File: src/rtl/ppu_vram_port.sv
// rtl/ppu_vram_port.sv - CPU PPUADDR/PPUDATA access port onto the shared VRAM bus.
// Optional PPU_PALETTE_BYPASS_EN: $2007 reads of $3Fxx return VRAM data unbuffered.
`timescale 1ns/1ps
module ppu_vram_port #(
  parameter int VRAM_AW = 14,
  parameter int INC_BIG = 32
) (
  input  logic               clk,
  input  logic               rst_n,
  input  logic               cpu_stb,
  input  logic [2:0]         cpu_sel,
  input  logic               cpu_rnw,
  input  logic [7:0]         cpu_din,
  output logic [7:0]         cpu_dout,
  output logic               cpu_busy,
  input  logic               inc32,
  input  logic               rnd_act,
  input  logic [VRAM_AW-1:0] rnd_addr,
  output logic [VRAM_AW-1:0] vram_addr,
  output logic               vram_wr,
  output logic [7:0]         vram_dout,
  input  logic [7:0]         vram_din
);

  typedef enum logic [2:0] {IDLE, WAIT, WRITE, RADDR, RCAP} state_t;

  state_t             state, state_nxt;
  logic [VRAM_AW-1:0] v;
  logic [5:0]         t_hi;
  logic               toggle;
  logic [7:0]         rd_buf;
  logic               op_wr;
  logic               accept;
  logic               cpu_owns_bus;
  logic [VRAM_AW-1:0] inc;
`ifdef PPU_PALETTE_BYPASS_EN
  logic               pal_rd;
  logic               pal_addr;
  assign pal_addr = (v[VRAM_AW-1 -: 6] == 6'h3F);
`endif

  assign accept       = cpu_stb && (state == IDLE);
  assign cpu_owns_bus = (state == WRITE) || (state == RADDR);
  assign inc          = inc32 ? VRAM_AW'(INC_BIG) : VRAM_AW'(1);
  assign vram_addr    = cpu_owns_bus ? v : rnd_addr;

  always_ff @(posedge clk or negedge rst_n) begin
    if (!rst_n) begin
      state <= IDLE;
    end else begin
      state <= state_nxt;
    end
  end

  always_comb begin
    state_nxt = state;
    case (state)
      IDLE:    if (accept && cpu_sel == 3'd7) state_nxt = WAIT;
      WAIT:    if (!rnd_act) state_nxt = op_wr ? WRITE : RADDR;
      WRITE:   state_nxt = IDLE;
      RADDR:   state_nxt = RCAP;
      RCAP:    state_nxt = IDLE;
      default: state_nxt = IDLE;
    endcase
  end

  always_ff @(posedge clk or negedge rst_n) begin
    if (!rst_n) begin
      v         <= '0;
      t_hi      <= '0;
      toggle    <= 1'b0;
      rd_buf    <= '0;
      op_wr     <= 1'b0;
      cpu_dout  <= '0;
      cpu_busy  <= 1'b0;
      vram_wr   <= 1'b0;
      vram_dout <= '0;
`ifdef PPU_PALETTE_BYPASS_EN
      pal_rd    <= 1'b0;
`endif
    end else begin
      // Both flops mirror the next state so they line up exactly with it.
      cpu_busy <= (state_nxt != IDLE);
      vram_wr  <= (state_nxt == WRITE);
      if (accept) begin
        case (cpu_sel)
          3'd2: if (cpu_rnw) toggle <= 1'b0;
          3'd6: begin
            if (!cpu_rnw) begin
              if (!toggle) begin
                t_hi   <= cpu_din[5:0];
                toggle <= 1'b1;
              end else begin
                v      <= VRAM_AW'({t_hi, cpu_din});
                toggle <= 1'b0;
              end
            end
          end
          3'd7: begin
            op_wr <= !cpu_rnw;
            if (!cpu_rnw) begin
              vram_dout <= cpu_din;
            end else begin
`ifdef PPU_PALETTE_BYPASS_EN
              pal_rd <= pal_addr;
              if (!pal_addr) cpu_dout <= rd_buf;
`else
              cpu_dout <= rd_buf;
`endif
            end
          end
          default: ;
        endcase
      end
      if (cpu_owns_bus) v <= v + inc;
      if (state == RCAP) begin
        rd_buf <= vram_din;
`ifdef PPU_PALETTE_BYPASS_EN
        if (pal_rd) cpu_dout <= vram_din;
`endif
      end
    end
  end

endmodule

File: config.mk
export PLATFORM = sky130hd
export DESIGN_NAME = ppu_vram_port
export DESIGN_NICKNAME = d
export VERILOG_FILES = /design/src/rtl/ppu_vram_port.sv
export SDC_FILE = /design/constraint.sdc
export NUM_CORES = 1
export LEC_CHECK = 0
export ABC_AREA = 1
export BUFFER_PORTS_ARGS = -buffer_cell sky130_fd_sc_hd__buf_2
export CAP_MARGIN = 25
export CELL_PAD_IN_SITES_DETAIL_PLACEMENT = 2
export CELL_PAD_IN_SITES_GLOBAL_PLACEMENT = 2
export CORE_ASPECT_RATIO = 0.7
export CORE_MARGIN = 4
export CORE_UTILIZATION = 26
export DETAILED_ROUTE_END_ITERATION = 12
export HOLD_SLACK_MARGIN = 0.02
export PLACE_DENSITY_LB_ADDON = 0.1
export SYNTH_ARGS = -nofsm -noshare
export SYNTH_HDL_FRONTEND = slang
export SYNTH_SLANG_ARGS = --single-unit
File: constraint.sdc
create_clock -name clk -period 1.5 [get_ports clk]
set_clock_uncertainty 0.1 [all_clocks]
set_input_delay 0.3 -clock clk [delete_from_list [all_inputs] [get_ports clk]]
set_output_delay 0.3 -clock clk [all_outputs]
set_load 0.005 [all_outputs]
==> summary.md, run 1 <==
| Metric | Value |
|---|---|
| Achievable frequency | `521 MHz` |
| Worst Tran Pin Value | `0.352 ns` |
| FF-to-FF path depth | `9` |
| Slowest-stage cell, CP | `dfrtp_1` |
| Leak Pwr | `0.00209 uW` |
| Iteration-0 DRC Markers | `67` |
| Initial antenna violation count | `0` |
| Synth Area in Adders | `0.0137` |
| Multi-input logic area | `1410 um2` |
| Layout Cells excl Fill | `625` |
| Clock-pin slew of the registers on the worst-case setup and hold paths | `0.07 ns` |
| Reg2reg start | `state[2]$_DFF_PN0_` |
| Fin. max-slew vios | `0` |
| Mapped cell area | `2740 um2` |
| Final hold viol count | `0` |
| Critical Path Sink | `vram_addr[0]` |
| Pin count of the biggest net entering global routing | `37` |
| GRT Total Usage | `0.183` |
| Met2 Resource Use GR | `0.296` |
| Number of library cell types mapped by synthesis | `27` |
| CTS Buf Count | `5` |
| Worst-skew pair later-pin latency | `0.29 ns` |
| Final Core Density | `0.396` |
| Clock sink count | `51` |
| Synth Instances | `367` |
| Cells after DPL | `604` |
| Proportion of layout cells with a drive suffix above 1 | `0.367` |
| Pre-antenna DRT Iters | `4` |
| Gr ovfl total | `0` |
| Worst min-delay path category | `primary input to flop` |
| Std-Cell Rows | `31` |
| CTS root buf | `clkbuf_16` |
| DRT Wirelength | `10.8 mm` |
| Number of global-route vias before repair | `3,190` |
| Worst hold margin | `0.0994 ns` |
| WP depth | `8` |
| Worst r2r dst | `v[0]$_DFFE_PN0P_` |
| Synth Area in Compound Gates | `0.104` |
| Warnings from Yosys | `0` |
| Initial Utilization | `0.266` |
| Sequential cell area | `1280 um2` |
| Sequential fraction of the synthesis area | `0.466` |
| Diodes inserted | `0` |
| R2R Setup Slk | `-0.34 ns` |
| Flop and latch count out of synthesis | `51` |
| Synth Area in XOR/XNOR | `0.00639` |
| PwrDens | `1570 nW/um2` |
| Die extent in x | `131 um` |
| First-pass GRT wire length | `17.1 mm` |
| Commonest non-fill, non-tap cell in the layout | `nand2_1` |
| Crit path capture type | `output pin` |
| RSZ-0062 raised after global routing | `true` |
| Multiplexer area fraction after synthesis | `0.0329` |
| Fin crit share | `1.28` |
| Crit path cell chain | `inv_2 > nand3_4 > nand2_4 > inv_6 > clkbuf_16 > nand2_1 > o21ai_2 > buf_2` |
| Detailed-route via count | `2,953` |
| Critical setup path kind | `flop to output pin` |
| Post-Synth Simple-Gate Area | `0.304` |
| Vias per Instance | `4.72` |
| Worst IR Drop VDD | `508 uV` |
| WP data required | `1.10 ns` |
| Crit-path leading delay family | `buffers and inverters` |
| Max Buffers Root-to-Sink | `2` |
| Slowest stage delay, CP | `0.40 ns` |
| Critical path startpoint | `state[2]$_DFF_PN0_` |
| Detailed placement HPWL | `8.01 mm` |
| Max-cap violations | `0` |
| Syn Nets | `409` |
| Residual DRC count | `0` |
| Antenna viol nets, final | `0` |
| Most used routing layer | `met2` |
| Crit Path Max Fanout | `7` |
| CP Buf/Inv Count | `4` |
| Final setup viols | `55` |
| # fillers | `1,222` |
| CORE AREA | `10,300 um2` |
| CP arrival | `1.52 ns` |
| Setup ws final | `-0.420 ns` |
| Chip height | `93.9 um` |
| Top Ports | `71` |
| Port Buffer Count | `70` |
| CTS tree | `built` |
| Syn avg cell area | `7.47 um2` |
| Final GP Congestion | `0.796` |
| Met1 usage | `0.258` |
| Fin nets | `534` |
| Startpoint types | `flop` |
| Syn-to-layout area delta | `49.1%` |
| Main combinational cell family by area after synthesis | `simple AND/OR/NAND/NOR gates` |
| Most frequent cells in the layout | `nand2_1, buf_2, dfrtp_1` |
| Tmin final | `1.92 ns` |
| Max_slew headroom | `0.765` |
| Post-DR wirelength/cell | `17.3 um` |
| GR Layer Usage met3 | `0.0284` |
| H-tree depth | `2` |
| Die area | `12,300 um2` |
| Status | `finished, violations left` |
| Failing checks | `negative setup slack` |
## worst register-to-register path, stage by stage (launching register included)
cell     delay [ns]
dfrtp_1        0.40
inv_2          0.13
buf_4          0.13
nand2_2        0.05
nor2_4         0.17
nand3_4        0.11
nand2_2        0.30
buf_4          0.21
nand2_1        0.07
o21ai_1        0.08
## layout make-up
class | instances | area share
multi-input combinational | 268 | 0.345
sequential | 51 | 0.313
timing repair buffer | 129 | 0.231
tap | 132 | 0.0404
inverter | 37 | 0.0358
clock buffer | 5 | 0.0306
clock inverter | 3 | 0.00459
## registers in the layout (all words and copies together) (netlist names)
register,cells
cpu_busy,1
cpu_dout,8
vram_wr,1
op_wr,1
v,14
toggle,1
t_hi,6
vram_dout,8
state,3
rd_buf,8
## cell usage after synthesis
cell | count | area, um2
nand2_1 | 122 | 458
dfrtp_1 | 51 | 1280
nor2_1 | 46 | 173
inv_1 | 33 | 124
o21ai_0 | 28 | 140
nand3_1 | 20 | 100
o21ai_1 | 16 | 80.1
mux2_2 | 8 | 90.1
buf_2 | 6 | 30.0
a21oi_1 | 4 | 20.0
inv_2 | 4 | 15.0
nand3_2 | 4 | 40.0
o211ai_1 | 4 | 30.0
ha_1 | 3 | 37.5
buf_4 | 2 | 15.0
clkbuf_1 | 2 | 7.51
nand2_2 | 2 | 12.5
nand4_1 | 2 | 12.5
xor2_1 | 2 | 17.5
a211oi_1 | 1 | 7.51
a21boi_0 | 1 | 7.51
buf_6 | 1 | 11.3
nor2_2 | 1 | 6.26
nor2_4 | 1 | 11.3
nor4_1 | 1 | 6.26
or2_0 | 1 | 6.26
or2_2 | 1 | 6.26
## routing by layer
| metal | part of all wire | vias to the layer above |
|---|---|---|
| met2 | 0.47 | 46 |
| met4 | 0.0063 | 0 |
| met5 | 0 | - |
| met1 | 0.50 | 1475 |
| met3 | 0.030 | 6 |
| li1 | - | 1426 |
## worst min path at each step
| stage | from | to | slack, ns | cells after the start |
|---|---|---|---|---|
| floorplan | rst_n | cpu_busy$_DFF_PN0_ | -0.1 | 0 |
| global placement | rst_n | cpu_dout[3]$_DFFE_PN0P_ | 0.20 | 2 |
| detailed placement | rst_n | cpu_dout[3]$_DFFE_PN0P_ | 0.21 | 2 |
| CTS | rnd_act | vram_wr$_DFF_PN0_ | 0.09 | 2 |
| global route | rnd_act | vram_wr$_DFF_PN0_ | 0.1 | 2 |
| finish | rnd_act | vram_wr$_DFF_PN0_ | 0.1 | 2 |
## per-stage QoR
step           setup slack [ns]  power (uW)  area (um2)  setup TNS [ns]
2_1_floorplan          0.000759        3590        2750               0
3_3_place_gp             -0.184        4720        3580           -3.15
3_5_place_dp             -0.285        4850        3580           -4.60
4_1_cts                  -0.395        6360        4020          -13.82
5_1_grt                  -0.511        6940        4090          -22.03
6_report                 -0.420        6400        4090          -15.73
## cell families after synthesis
| family | Yosys count |
|---|---|
| buffers and inverters | 48 |
| AO/OA/AOI/OAI | 54 |
| multiplexers | 8 |
| AND/OR/NAND/NOR | 201 |
| XOR/XNOR | 2 |
| flip-flops | 51 |
| adder cells (fa/ha/maj) | 3 |
## repair_timing
action	in CTS	in global routing
setup buffers	6	2
endpoints found under the setup margin	50	63
gates cloned	3	1
resized for setup	59	8
hold endpoints to repair	51	0
hold buffers	1	0
pin swaps	1	1
## power by group
group | switching (uW) | internal [uW]
Combinational | 1470 | 1270
Clock | 553 | 621
Sequential | 528 | 1960
Total | 2550 | 3850
Power figures use the tool's default switching activity.
==> inputs of run 2 (changes only) <==
Settings changed: CORE_MARGIN 4 to 10, RECOVER_POWER set to 100.
==> run 2 against run 1 <==
  * The flow still finishes with violations (negative setup slack)
  * Final cell count is 0.32% higher
  * Worst hold slack worse by 0.0018 ns
  * Power up 5.2%
  * Utilization rose by 1.4 points
  * Via count fell by 1.0%
  * Count of clock-buffer cells in the layout unchanged
  * Die area up 23%
  * Critical endpoint is now vram_addr[1]
==> summary.md, run 2 (synthesized netlist as in run 1, its figures left out) <==
| Metric | Value |
|---|---|
| Status | `finished, violations left (unchanged)` |
| Failing checks | `negative setup slack (unchanged)` |
| Iteration-0 DRC Markers | `99 (was 67)` |
| Die extent in x | `143 um (was 131 um)` |
| Std-Cell Rows | `31 (unchanged)` |
| Critical setup path kind | `flop to output pin (unchanged)` |
| Crit path capture type | `output pin (unchanged)` |
| Worst slack, placed | `-0.298 ns (was -0.285 ns)` |
| Pin count of the biggest net entering global routing | `33 (was 37)` |
| Final GP Congestion | `0.825 (was 0.796)` |
| Tmin final | `1.89 ns (was 1.92 ns)` |
| Reg2reg start | `state[0]$_DFF_PN0_ (was state[2]$_DFF_PN0_)` |
| Clock power frac | `0.174 (was 0.183)` |
| Top reg by flops | `v (unchanged)` |
| Fin crit share | `1.26 (was 1.28)` |
| CP Buf/Inv Count | `4 (unchanged)` |
| FF-to-FF path depth | `9 (unchanged)` |
| Internal power consumption | `4060 uW (was 3850 uW)` |
| # fillers | `1,196 (was 1,222)` |
| CTS root buf | `clkbuf_16 (unchanged)` |
| Residual DRC count | `0 (unchanged)` |
| Chip height | `106 um (was 93.9 um)` |
| Most frequent cells in the layout | `nand2_1, buf_2, dfrtp_1 (unchanged)` |
| Sequential cell area | `1280 um2 (about the same)` |
| Top Ports | `71 (unchanged)` |
| Tot Pwr | `6730 uW (was 6400 uW)` |
| Slowest stage delay, CP | `0.40 ns (about the same)` |
| Initial Utilization | `0.266 (unchanged)` |
| Max-cap violations | `0 (unchanged)` |
| Commonest non-fill, non-tap cell in the layout | `nand2_1 (unchanged)` |
| Vias per Instance | `4.66 (was 4.72)` |
| Leak Pwr | `0.00213 uW (was 0.00209 uW)` |
| Setup ws final | `-0.388 ns (was -0.420 ns)` |
| WP depth | `7 (was 8)` |
| Crit path cell chain | `inv_2 > nand3_4 > nand2_4 > inv_6 > buf_16 > o21ai_1 > buf_2 (was inv_2 > nand3_4 > nand2_4 > inv_6 > clkbuf_16 > nand2_1 > o21ai_2 > buf_2)` |
| Final setup TNS | `-13.60 ns (was -15.73 ns)` |
| Crit Path Max Fanout | `10 (was 7)` |
| Crit-path leading delay family | `buffers and inverters (unchanged)` |
| Detailed placement HPWL | `8.08 mm (was 8.01 mm)` |
| Port Buffer Count | `70 (unchanged)` |
| GRT Total Usage | `0.151 (was 0.183)` |
| Final setup viols | `55 (unchanged)` |
| H-tree depth | `2 (unchanged)` |
| Max Buffers Root-to-Sink | `2 (unchanged)` |
| Die area | `15,100 um2 (was 12,300 um2)` |
| Fin nets | `536 (was 534)` |
| Net Sw Power | `2680 uW (was 2550 uW)` |
| Antenna viol nets, final | `0 (unchanged)` |
| PwrDens | `1590 nW/um2 (was 1570 nW/um2)` |
| Sequential share of power | `0.371 (was 0.389)` |
| CORE AREA | `10,300 um2 (unchanged)` |
| Achievable frequency | `530 MHz (was 521 MHz)` |
| Max reg flops | `14 (unchanged)` |
| Final hold viol count | `0 (unchanged)` |
| Worst r2r dst | `t_hi[2]$_DFFE_PN0P_ (was v[0]$_DFFE_PN0P_)` |
| Logic gate share of total power | `0.455 (was 0.428)` |
| RSZ-0062 raised after global routing | `true (unchanged)` |
| Critical path startpoint | `state[2]$_DFF_PN0_ (unchanged)` |
| Diodes inserted | `0 (unchanged)` |
| Clock sink count | `51 (unchanged)` |
| First-pass GRT wire length | `18.1 mm (was 17.1 mm)` |
| Sw Share | `0.398 (about the same)` |
| Startpoint types | `flop (unchanged)` |
| WP data required | `1.10 ns (about the same)` |
| Worst IR Drop VDD | `540 uV (was 508 uV)` |
| Final Core Density | `0.410 (was 0.396)` |
| Pre-antenna DRT Iters | `4 (unchanged)` |
| Critical Path Sink | `vram_addr[1] (was vram_addr[0])` |
| Number of global-route vias before repair | `3,339 (was 3,190)` |
| Multi-input logic area | `1510 um2 (was 1410 um2)` |
| R2R Setup Slk | `-0.28 ns (was -0.34 ns)` |
| Worst min-delay path category | `primary input to flop (unchanged)` |
| Initial antenna violation count | `0 (unchanged)` |
| DRT Wirelength | `11.3 mm (was 10.8 mm)` |
| Detailed-route via count | `2,922 (was 2,953)` |
| Worst-skew pair later-pin latency | `0.29 ns (about the same)` |
| Worst Tran Pin Value | `0.501 ns (was 0.352 ns)` |
| Slowest-stage cell, CP | `dfrtp_1 (unchanged)` |
| CTS tree | `built (unchanged)` |
| CP arrival | `1.49 ns (was 1.52 ns)` |
| Post-DR wirelength/cell | `18.0 um (was 17.3 um)` |
| Fin. max-slew vios | `0 (unchanged)` |
| Clock-pin slew of the registers on the worst-case setup and hold paths | `0.07 ns (about the same)` |
| CTS Buf Count | `5 (unchanged)` |
| Gr ovfl total | `0 (unchanged)` |
| Syn-to-layout area delta | `54.4% (was 49.1%)` |
| Proportion of layout cells with a drive suffix above 1 | `0.416 (was 0.367)` |
| Max_slew headroom | `0.666 (was 0.765)` |
-- run 2: cell count changes in the layout (fill, tap and decap cells not counted), sizes merged --
| cell | change |
|---|---|
| clkinv | +1 |
| clkbuf | +2 |
| inv | -1 |
-- run 2: worst min-delay path by stage --
stage / startpoint / end / depth (start not counted)
final: rnd_act / vram_wr$_DFF_PN0_ / 2
after global routing: rnd_act / vram_wr$_DFF_PN0_ / 2
after CTS: rnd_act / state[1]$_DFF_PN0_ / 2
after detailed placement: rst_n / vram_dout[1]$_DFFE_PN0P_ / 2
after global placement: rst_n / rd_buf[6]$_DFFE_PN0N_ / 2
after floorplan: rst_n / cpu_busy$_DFF_PN0_ / 0
-- run 2: power groups by stage --
| stage | Sequential (uW) | Combinational, uW | Clock (uW) |
|---|---|---|---|
| 2_1_floorplan | 2320 | 1270 | 0 |
| 3_3_place_gp | 2420 | 2320 | 0 |
| 3_5_place_dp | 2450 | 2400 | 0 |
| 4_1_cts | 2460 | 2900 | 1210 |
| 5_1_grt | 2580 | 3410 | 1280 |
| 6_report | 2500 | 3060 | 1170 |
-- run 2: final cells by class --
type                    instances  share of cell area
inverters                      37              0.0358
repair buffers                131               0.233
clock buffers                   5              0.0296
multi-input cells             268               0.356
clock inverters                 3             0.00444
flip-flops and latches         51               0.302
well taps                     132              0.0390
-- run 2: through the flow --
stage,instance area [um2],hold slack (ns),cells
2_1_floorplan,2750,-0.0956,367
3_3_place_gp,3560,0.203,596
3_5_place_dp,3560,0.211,596
4_1_cts,4120,0.0892,621
5_1_grt,4230,0.102,627
6_report,4230,0.0976,627
-- run 2: layer usage --
| metal | vias to the layer above | global-route usage | wire [um] |
|---|---|---|---|
| li1 | 1430 | - | - |
| met1 | 1452 | 0.201 | 5530 |
| met2 | 38 | 0.246 | 5240 |
| met3 | 2 | 0.0360 | 452 |
| met4 | 0 | 0.0264 | 46 |
| met5 | - | 0 | 0 |
-- run 2: repair_timing --
| action | 4_1_cts | 5_1_grt |
|---|---|---|
| endpoints found under the hold margin | 51 | 0 |
| endpoints found under the setup margin | 53 | 63 |
| pin swaps | 16 | 6 |
| hold buffers | 1 | 0 |
| gates cloned | 4 | 1 |
| buffers inserted | 13 | 6 |
| gates resized for setup | 73 | 34 |
